==> config.mk <==
export PLATFORM = sky130hd
export DESIGN_NAME = fixpoint_mac_accum
export DESIGN_NICKNAME = d
export VERILOG_FILES = /design/src/rtl/fixpoint_mac_accum.sv
export SDC_FILE = /design/constraint.sdc
export NUM_CORES = 1
export LEC_CHECK = 0
export CORE_MARGIN = 2
export CORE_UTILIZATION = 35
export CTS_CLUSTER_DIAMETER = 100
export DETAILED_ROUTE_END_ITERATION = 7
export PLACE_DENSITY = 0.59
export SLEW_MARGIN = 20
export SYNTH_ARGS = -nofsm -noshare
export SYNTH_HDL_FRONTEND = slang
export SYNTH_SLANG_ARGS = --single-unit
==> constraint.sdc <==
create_clock -name clk -period 4.8 [get_ports clk]
set_clock_uncertainty 0.2 [all_clocks]
set_input_delay 0.48 -clock clk [delete_from_list [all_inputs] [get_ports clk]]
set_output_delay 0.48 -clock clk [all_outputs]
set_load 0.005 [all_outputs]
==> src/rtl/fixpoint_mac_accum.sv <==
// fixpoint_mac_accum: rescales Q(2W-2P).(2P) products to Q(W-P).P with round-half-up and accumulates a window of terms
// into one saturated result per window; define FIXMAC_RELU_EN to clamp negative results to zero.
module fixpoint_mac_accum #(
   parameter int WIDTH       = 32,
   parameter int POINT_WIDTH = 16,
   parameter int LEN_WIDTH   = 8,
   parameter int ACC_GUARD   = 8
) (
   input  logic                   clk,
   input  logic                   rst_n,
   input  logic                   in_valid,
   output logic                   in_ready,
   input  logic [2*WIDTH-1:0]     in_prod,
   input  logic [LEN_WIDTH-1:0]   cfg_len,
   output logic                   out_valid,
   input  logic                   out_ready,
   output logic [WIDTH-1:0]       out_data,
   output logic                   out_sat,
   output logic                   busy
);
   localparam int TW = 2*WIDTH-POINT_WIDTH;
   localparam int AW = TW+ACC_GUARD;
   localparam logic [1:0] IDLE = 2'd0, ACCUM = 2'd1, OUT = 2'd2;
   localparam logic signed [2*WIDTH-1:0] HALF = (2*WIDTH)'(1) << (POINT_WIDTH-1);
   localparam logic signed [AW-1:0] MAXV = {{(AW-WIDTH+1){1'b0}}, {(WIDTH-1){1'b1}}};
   localparam logic signed [AW-1:0] MINV = {{(AW-WIDTH+1){1'b1}}, {(WIDTH-1){1'b0}}};
   logic [1:0] state;
   logic signed [AW-1:0] acc, sum;
   logic signed [TW-1:0] term;
   logic [LEN_WIDTH-1:0] count, len, eff_len;
   logic accept, last, hi, lo;
   logic [WIDTH-1:0] sat_data, res;
   // Rounded shift done at full product width; the top TW bits hold the whole result.
   assign term = TW'(($signed(in_prod) + HALF) >>> POINT_WIDTH);
   assign in_ready = !out_valid;
   assign busy = state == ACCUM;
   always_comb begin
      accept = in_valid && in_ready;
      eff_len = cfg_len == '0 ? LEN_WIDTH'(1) : cfg_len;
      sum = (state == ACCUM ? acc : '0) + {{ACC_GUARD{term[TW-1]}}, term};
      last = state == IDLE ? eff_len == LEN_WIDTH'(1) : count + LEN_WIDTH'(1) == len;
      hi = sum > MAXV;
      lo = sum < MINV;
      sat_data = hi ? {1'b0, {(WIDTH-1){1'b1}}} : lo ? {1'b1, {(WIDTH-1){1'b0}}} : sum[WIDTH-1:0];
   end
`ifdef FIXMAC_RELU_EN
   assign res = sat_data[WIDTH-1] ? '0 : sat_data;
`else
   assign res = sat_data;
`endif
   always_ff @(posedge clk or negedge rst_n) begin
      if (!rst_n) begin
         state     <= IDLE;
         acc       <= '0;
         count     <= '0;
         len       <= '0;
         out_valid <= 1'b0;
         out_data  <= '0;
         out_sat   <= 1'b0;
      end else begin
         if (out_valid && out_ready) begin
            out_valid <= 1'b0;
            state     <= IDLE;
         end
         if (accept) begin
            acc   <= sum;
            count <= state == IDLE ? LEN_WIDTH'(1) : count + LEN_WIDTH'(1);
            if (state == IDLE) len <= eff_len;
            if (last) begin
               state     <= OUT;
               out_valid <= 1'b1;
               out_data  <= res;
               out_sat   <= hi || lo;
            end else begin
               state <= ACCUM;
            end
         end
      end
   end
endmodule
==> results of run 1 <==
-- metrics by stage --
step / setup slack (ps) / power, mW
3_5_place_dp: -1390 / 9.55
2_1_floorplan: -105 / 6.03
5_1_grt: -318 / 12.7
4_1_cts: -130 / 11.3
3_3_place_gp: -1370 / 9.46
6_report: -118 / 11.8
-- power by group --
group          internal, mW  total [mW]  switching [mW]
Sequential             1.37        1.66           0.291
Combinational          4.71        9.37            4.66
Clock                 0.365       0.769           0.404
-- tightest hold or removal path: cells and delay by family (launching register included) --
kind             cells  cell delay [ps]
AND/OR/NAND/NOR      2              100
flip-flops           1              340
-- cell usage after synthesis (17+ instances only) --
cell type | n | share of area (%)
a21o_1 | 19 | 1.5
nand2_1 | 198 | 7.9
inv_1 | 17 | 0.68
a21oi_2 | 33 | 3.1
o21ai_0 | 84 | 4.5
nand4_1 | 21 | 1.4
clkbuf_1 | 31 | 1.2
a21oi_1 | 83 | 4.4
nor3_1 | 22 | 1.2
xnor2_1 | 68 | 6.3
nand3_1 | 30 | 1.6
xor2_1 | 35 | 3.2
o21ai_1 | 24 | 1.3
dfrtp_1 | 108 | 29
and2_1 | 61 | 4.0
o21bai_1 | 26 | 2.1
ha_1 | 57 | 7.6
and3_1 | 21 | 1.4
nor2_1 | 105 | 4.2
-- metal layers --
layer | GRT usage (%) | wire [microns] | up-vias
li1 | - | - | 5086
met1 | 32.2 | 15500 | 4852
met2 | 38.6 | 15100 | 199
met3 | 2.52 | 1180 | 44
met4 | 6.00 | 618 | 0
met5 | 0 | 0 | -
-- worst max-delay path by stage --
stage | from | to | slack, ps | cells after the start
finish | in_prod[37] | out_data[11] | -120 | 27
global route | in_prod[35] | out_sat | -320 | 28
CTS | in_prod[16] | out_sat | -130 | 26
detailed placement | in_prod[15] | out_data[9] | -1390 | 24
global placement | in_prod[15] | out_data[6] | -1370 | 24
floorplan | in_prod[15] | out_data[3] | -110 | 23
-- cell families (layout without fill, tap and decap cells) --
kind of cell	Yosys count	count (layout)	share of synthesized area, %
buffers and inverters	69	498	3.54
and+or+nand+nor	502	502	25.5
DFF	108	108	28.6
muxes	9	9	1.06
AOI/OAI and AO/OA	345	345	23.4
xor gates and xnor gates	106	106	10.1
adders and majority gates	58	58	7.77
-- placed cells by master, fill, tap and decap left out, types with 14 or more instances in the layout --
cell / netlist / routed
and2_1: 61 / 58
inv_1: 17 / 16
a21o_1: 19 / 19
nand3_1: 30 / 24
o21bai_1: 26 / 18
o21ai_0: 84 / 70
ha_1: 57 / 47
o21ai_1: 24 / 23
clkdlybuf4s50_1: 0 / 67
nand4_1: 21 / 21
nor2_1: 105 / 93
and3_1: 21 / 14
buf_4: 1 / 337
dfrtp_1: 108 / 108
xnor2_1: 68 / 63
nand2_1: 198 / 183
a21oi_2: 33 / 46
xor2_1: 35 / 33
a21oi_1: 83 / 66
buf_6: 8 / 22
-- sequential cells by signal (all words and copies together) (netlist names) --
signal     cells
acc           56
out_sat        1
state          2
len            8
out_data      32
count          8
out_valid      1
-- cell type report --
cell class,count,area (sq um),area share (%)
clock buffers,10,229,1.54
repair buffers,465,3970,26.7
clock inverters,6,58.8,0.396
flip-flops and latches,108,2700,18.2
inverters,17,63.8,0.429
multi-input cells,1020,7420,49.9
well taps,341,427,2.87
-- timing repair --
item	in CTS	in global routing
setup endpoints to repair	37	33
hold endpoints to repair	0	17
cloned	5	0
buffers inserted	50	15
gates resized for setup	209	64
pin swaps	116	66
hold buffers	0	1
==> results.py, run 1 <==
metrics = {
    "timing": {
        "setup_slack_ps": -118,
        "tns_ps": -2870,
        "hold_ws_ps": 269,
        "worstMarginPinSlew_ps": 817,
        "finalMaxSlewViolations": 0,
        "fin_crit_sh_pct": 102,
        "max_freq_mhz": 203,
        "layout_min_cycle_time_ps": 4920,
        "slew_headroom_pct": 45.3,
        "rsz0062_at_grt": "yes",
        "setup_viol": 32,
        "hold_viol": 0,
    },
    "placed_design": {
        "dp_hpwl_mm": 23.6,
        "place_congestion": 0.916,
        "dpl_cell_area_sq_um": 13100,
        "place_inst": 1888,
        "port_buffers": 96,
    },
    "hold_path": {
        "whs_endpoint": "acc[0]",
        "min-delay-start": "acc[0]",
        "min_path_cells": 2,
        "min_path_type": "reg -> reg",
    },
    "power_and_ir_drop": {
        "vdd_drop_max_v": 0.000361,
        "power.density_nw_per_um2": 794,
        "p_leak_nw": 6.57,
    },
    "clock_tree": {
        "cts.clk_slew.worst_paths_ps": 80,
        "cts_sinks": 108,
        "cts_tree": "done",
        "cts_buffer_depth": 2,
        "clock_latency_ps": 370,
        "htreeDepth": 3,
        "cts_made_buffers": 9,
        "cts_root_buf": "clkbuf_16",
    },
    "setup_path": {
        "r2r-end": "out_data[9]",
        "r2r.worst_path.cells": 20,
        "critical-path-top-delay-family": "simple AND/OR/NAND/NOR gates",
        "reg2reg_from": "state[1]",
        "regToRegSetupSlack_ps": 110,
        "crit_slowest_cell": "a41o_4",
        "worstSetupPathType": "in -> reg",
        "crit_required_ps": 4850,
        "max_stage_delay_ps": 350,
        "arrival_ps": 4970,
        "crit_fanout": 6,
        "crit_buf_inv": 9,
        "end_kind": "flip-flop",
        "crit_path_start_kind": "input pin",
    },
    "layout": {
        "drive_above_1_share_pct": 37.3,
        "fin_area_sq_um": 14900,
        "final_util_pct": 55.6,
        "n_fill_cell": 2494,
        "nNetsFinal": 1755,
        "antenna_cells": 0,
        "final-instance-count-excl-fill": 1967,
        "area_growth_pct": 57.6,
    },
    "global_route": {
        "grt_first_pass_wirelength_mm": 53.2,
        "grt_max_degree": 73,
        "grtUsageTotal_pct": 23.2,
        "grt_pass1_vias": 10400,
        "antenna_found_initial": 0,
        "gr-total-overflow": 0,
    },
    "drt": {
        "drt_iter0_drc": 497,
        "drtPass1Iterations": 4,
        "via_count": 10200,
        "wl_per_cell_microns": 16.4,
        "viasPerCell": 5.18,
        "wirelength_mm": 32.4,
        "drc": 0,
        "antenna_left": 0,
    },
    "flow_run": {
        "drv_cap": 0,
    },
    "yosys": {
        "synth.cell_area_sq_um": 9430,
        "synth-seq-area-share_pct": 28.6,
        "synth_ff_type": "dfrtp_1",
        "ys_warn_count": 0,
        "synth.avg_cell_area_sq_um": 7.88,
        "synthArstFlopShare_pct": 100,
        "syn-instance-count": 1197,
        "synth-edff-count": 0,
        "ys_types": 79,
        "ys_seq_elements": 108,
        "syn_nets": 1331,
    },
    "die": {
        "die_y_microns": 168,
        "fp.dieW_microns": 168,
        "initial_core_util_pct": 35.3,
        "core-area_sq_um": 26700,
        "io_pins": 112,
        "std_cell_rows": 60,
        "die_area_sq_um": 28300,
    },
    "outcome": {
        "outcome": "finished, violations left",
        "violations": "negative setup slack",
    },
}
No activity file was read; power rests on OpenSTA's default activity.
==> run 2, diff against run 1 <==
--- a/config.mk
+++ b/config.mk
@@ -5,6 +5,7 @@
 export SDC_FILE = /design/constraint.sdc
 export NUM_CORES = 1
 export LEC_CHECK = 0
+export ABC_AREA = 1
 export CORE_MARGIN = 2
 export CORE_UTILIZATION = 35
 export CTS_CLUSTER_DIAMETER = 100
==> results.py, run 2 <==
metrics = {
    "yosys": {
        "synth_ff_type": "dfrtp_1",
        "ys_types": 48,
        "synth-seq-area-share_pct": 24.5,
        "ys_top_cells_by_count": "nand2_1, inv_1, nor2_1, dfrtp_1, nand3_1",
        "synth-edff-count": 0,
        "ys_seq_elements": 108,
        "syn_nets": 2006,
        "synth_top_cell_by_area": "nand2_1",
        "synth.cell_area_sq_um": 11100,
        "ys_top_cells_by_area": "nand2_1, dfrtp_1, inv_1",
        "synth.avg_cell_area_sq_um": 5.90,
        "syn-instance-count": 1872,
        "ys_warn_count": 0,
        "synth_top_area_share_pct": 25.0,
        "synth_most_common_cell": "nand2_1",
        "synthArstFlopShare_pct": 100,
    },
    "timing": {
        "setup_viol": 30,
        "worstMarginPinSlew_ps": 746,
        "rsz0062_at_grt": "yes",
        "hold_viol": 0,
        "fin_crit_sh_pct": 101,
        "setup_slack_ps": -49.5,
        "slew_headroom_pct": 50.2,
        "max_freq_mhz": 206,
        "finalMaxSlewViolations": 0,
        "layout_min_cycle_time_ps": 4850,
    },
    "layout": {
        "largestRegisters": "acc: 56 flops, out_data: 32 flops",
        "final-instance-count-excl-fill": 2747,
        "final_common_cell": "nand2_1",
        "seqCellArea_sq_um": 2700,
        "drive_above_1_share_pct": 34.5,
        "n_fill_cell": 3123,
        "largest_reg_flops": 56,
        "final_util_pct": 55.5,
        "nNetsFinal": 2475,
        "antenna_cells": 0,
        "mostFrequentLayoutCells": "nand2_1, buf_4, inv_1, nor2_1, nand2_2",
        "area_growth_pct": 57.3,
        "multi_input_area_sq_um": 8600,
        "top_register": "acc",
    },
    "placed_design": {
        "dp_hpwl_mm": 34.3,
        "place_inst": 2655,
        "place_congestion": 0.958,
        "port_buffers": 96,
    },
    "setup_path": {
        "crit_required_ps": 4880,
        "crit_buf_inv": 9,
        "path_depth": 31,
        "end_kind": "flip-flop",
        "max_stage_delay_ps": 390,
        "crit_slowest_cell": "or3_4",
        "r2r.worst_path.cells": 27,
        "crit_path_start_kind": "input pin",
        "crit_fanout": 8,
        "cp_common_cell": "nand2_2",
        "regToRegSetupSlack_ps": 560,
        "worstSetupPathType": "in -> reg",
        "arrival_ps": 4930,
        "r2r-end": "out_data[15]",
        "critical-path-top-delay-family": "simple AND/OR/NAND/NOR gates",
        "reg2reg_from": "state[0]",
    },
    "clock_tree": {
        "cts_sinks": 108,
        "htreeDepth": 3,
        "cts_root_buf": "clkbuf_16",
        "clock_latency_ps": 400,
        "cts_made_buffers": 9,
        "cts.clk_slew.worst_paths_ps": 80,
        "cts_buffer_depth": 2,
        "cts_tree": "done",
    },
    "outcome": {
        "outcome": "finished, violations left",
        "violations": "negative setup slack",
    },
    "hold_path": {
        "min-delay-start": "out_data[6]",
        "whs_endpoint": "out_data[6]",
        "min_path_type": "reg -> reg",
        "min_path_cells": 2,
    },
    "die": {
        "fp.dieW_microns": 182,
        "core-area_sq_um": 31300,
        "initial_core_util_pct": 35.3,
        "die_y_microns": 182,
        "io_pins": 112,
        "die_area_sq_um": 33000,
        "std_cell_rows": 65,
    },
    "drt": {
        "drc": 0,
        "antenna_left": 0,
        "drtPass1Iterations": 5,
        "drt_iter0_drc": 953,
        "wl_per_cell_microns": 16.4,
        "wirelength_mm": 45.0,
        "via_count": 13200,
        "viasPerCell": 4.81,
    },
    "global_route": {
        "grt_max_degree": 74,
        "gr-total-overflow": 0,
        "grt_pass1_vias": 12900,
        "grtUsageTotal_pct": 27.2,
        "antenna_found_initial": 0,
        "grt_first_pass_wirelength_mm": 69.3,
    },
    "power_and_ir_drop": {
        "power.density_nw_per_um2": 826,
        "vdd_drop_max_v": 0.000422,
        "p_leak_nw": 9.34,
    },
    "flow_run": {
        "drv_cap": 0,
    },
}
[run 2: cell types whose count changed in the layout (fill, tap and decap cells not counted), moves of 25 or more]
cell	before	now
a21oi_1	66	26
a21oi_2	46	17
and2_1	58	2
buf_4	337	364
inv_1	16	283
inv_2	1	36
nand2_1	183	583
nand2_2	12	125
nand2_4	3	42
nand3_1	24	54
nand3_2	3	28
nor2_1	93	140
nor2_2	7	40
xnor2_1	63	22
[run 2: how the worst max path moves through the flow]
stage | slack, ps | start | end
floorplan | 380 | in_prod[15] | out_data[0]
global placement | -1480 | in_prod[19] | out_data[25]
detailed placement | -1390 | in_prod[19] | out_data[15]
CTS | -160 | in_prod[16] | out_data[28]
global route | -230 | in_prod[15] | out_data[24]
finish | -50 | in_prod[29] | out_data[15]
[run 2: layer usage]
layer	wire [microns]	up-vias	global-route usage, %
met1	20500	6122	37.5
li1	-	6657	-
met3	2440	61	2.79
met2	20800	375	44.5
met5	0	-	0
met4	1240	0	8.62
[run 2: area by class of cell]
cell class,instances,share of cell area (%)
sequential,108,15.5
clock buffer,10,1.32
multi-input combinational,1410,49.5
tap,402,2.89
clock inverter,5,0.216
inverter,323,7.02
timing repair buffer,489,23.5
[run 2: report_power, final]
| part | switching, mW | total (mW) | leakage [nW] | internal (mW) |
|---|---|---|---|---|
| Sequential | 0.191 | 1.52 | 1.36 | 1.33 |
| Clock | 0.401 | 0.755 | 0.131 | 0.354 |
| Combinational | 6.86 | 12.1 | 7.84 | 5.23 |
| Total | 7.45 | 14.4 | 9.34 | 6.91 |
[run 2: cell families after synthesis]
kind of cell	Yosys count	synth area share [%]
flip-flops	108	24.5
XOR/XNOR	83	6.58
AND/OR/NAND/NOR	1118	42.2
AO/OA/AOI/OAI	147	7.20
buffers and inverters	354	12.5
multiplexers	4	0.407
adder cells (fa/ha/maj)	58	6.63
[run 2: tightest hold or removal path: stages (launching register included)]
cell and delay (ps):
dfrtp_1 350, nand2_1 50, nand2_1 50
[run 2: what timing repair did]
action,CTS,global route
endpoints found under the setup margin,45,36
gates resized for setup,284,233
endpoints found under the hold margin,34,0
pin swaps,126,160
buffers inserted,50,30
hold buffers,1,0
gates cloned,6,0
[run 2: stage by stage]
| stage | setup TNS (ps) | cell area (sq um) | total power [mW] | hold slack, ps | worst slack (ps) |
|---|---|---|---|---|---|
| floorplan | 0 | 11100 | 6.56 | -15.6 | 384 |
| global placement | -58040 | 14800 | 10.6 | 263 | -1480 |
| detailed placement | -54150 | 14800 | 10.7 | 265 | -1390 |
| CTS | -4340 | 16500 | 13.4 | 276 | -161 |
| global route | -6490 | 17400 | 15.4 | 302 | -226 |
| finish | -603 | 17400 | 14.4 | 276 | -49.5 |
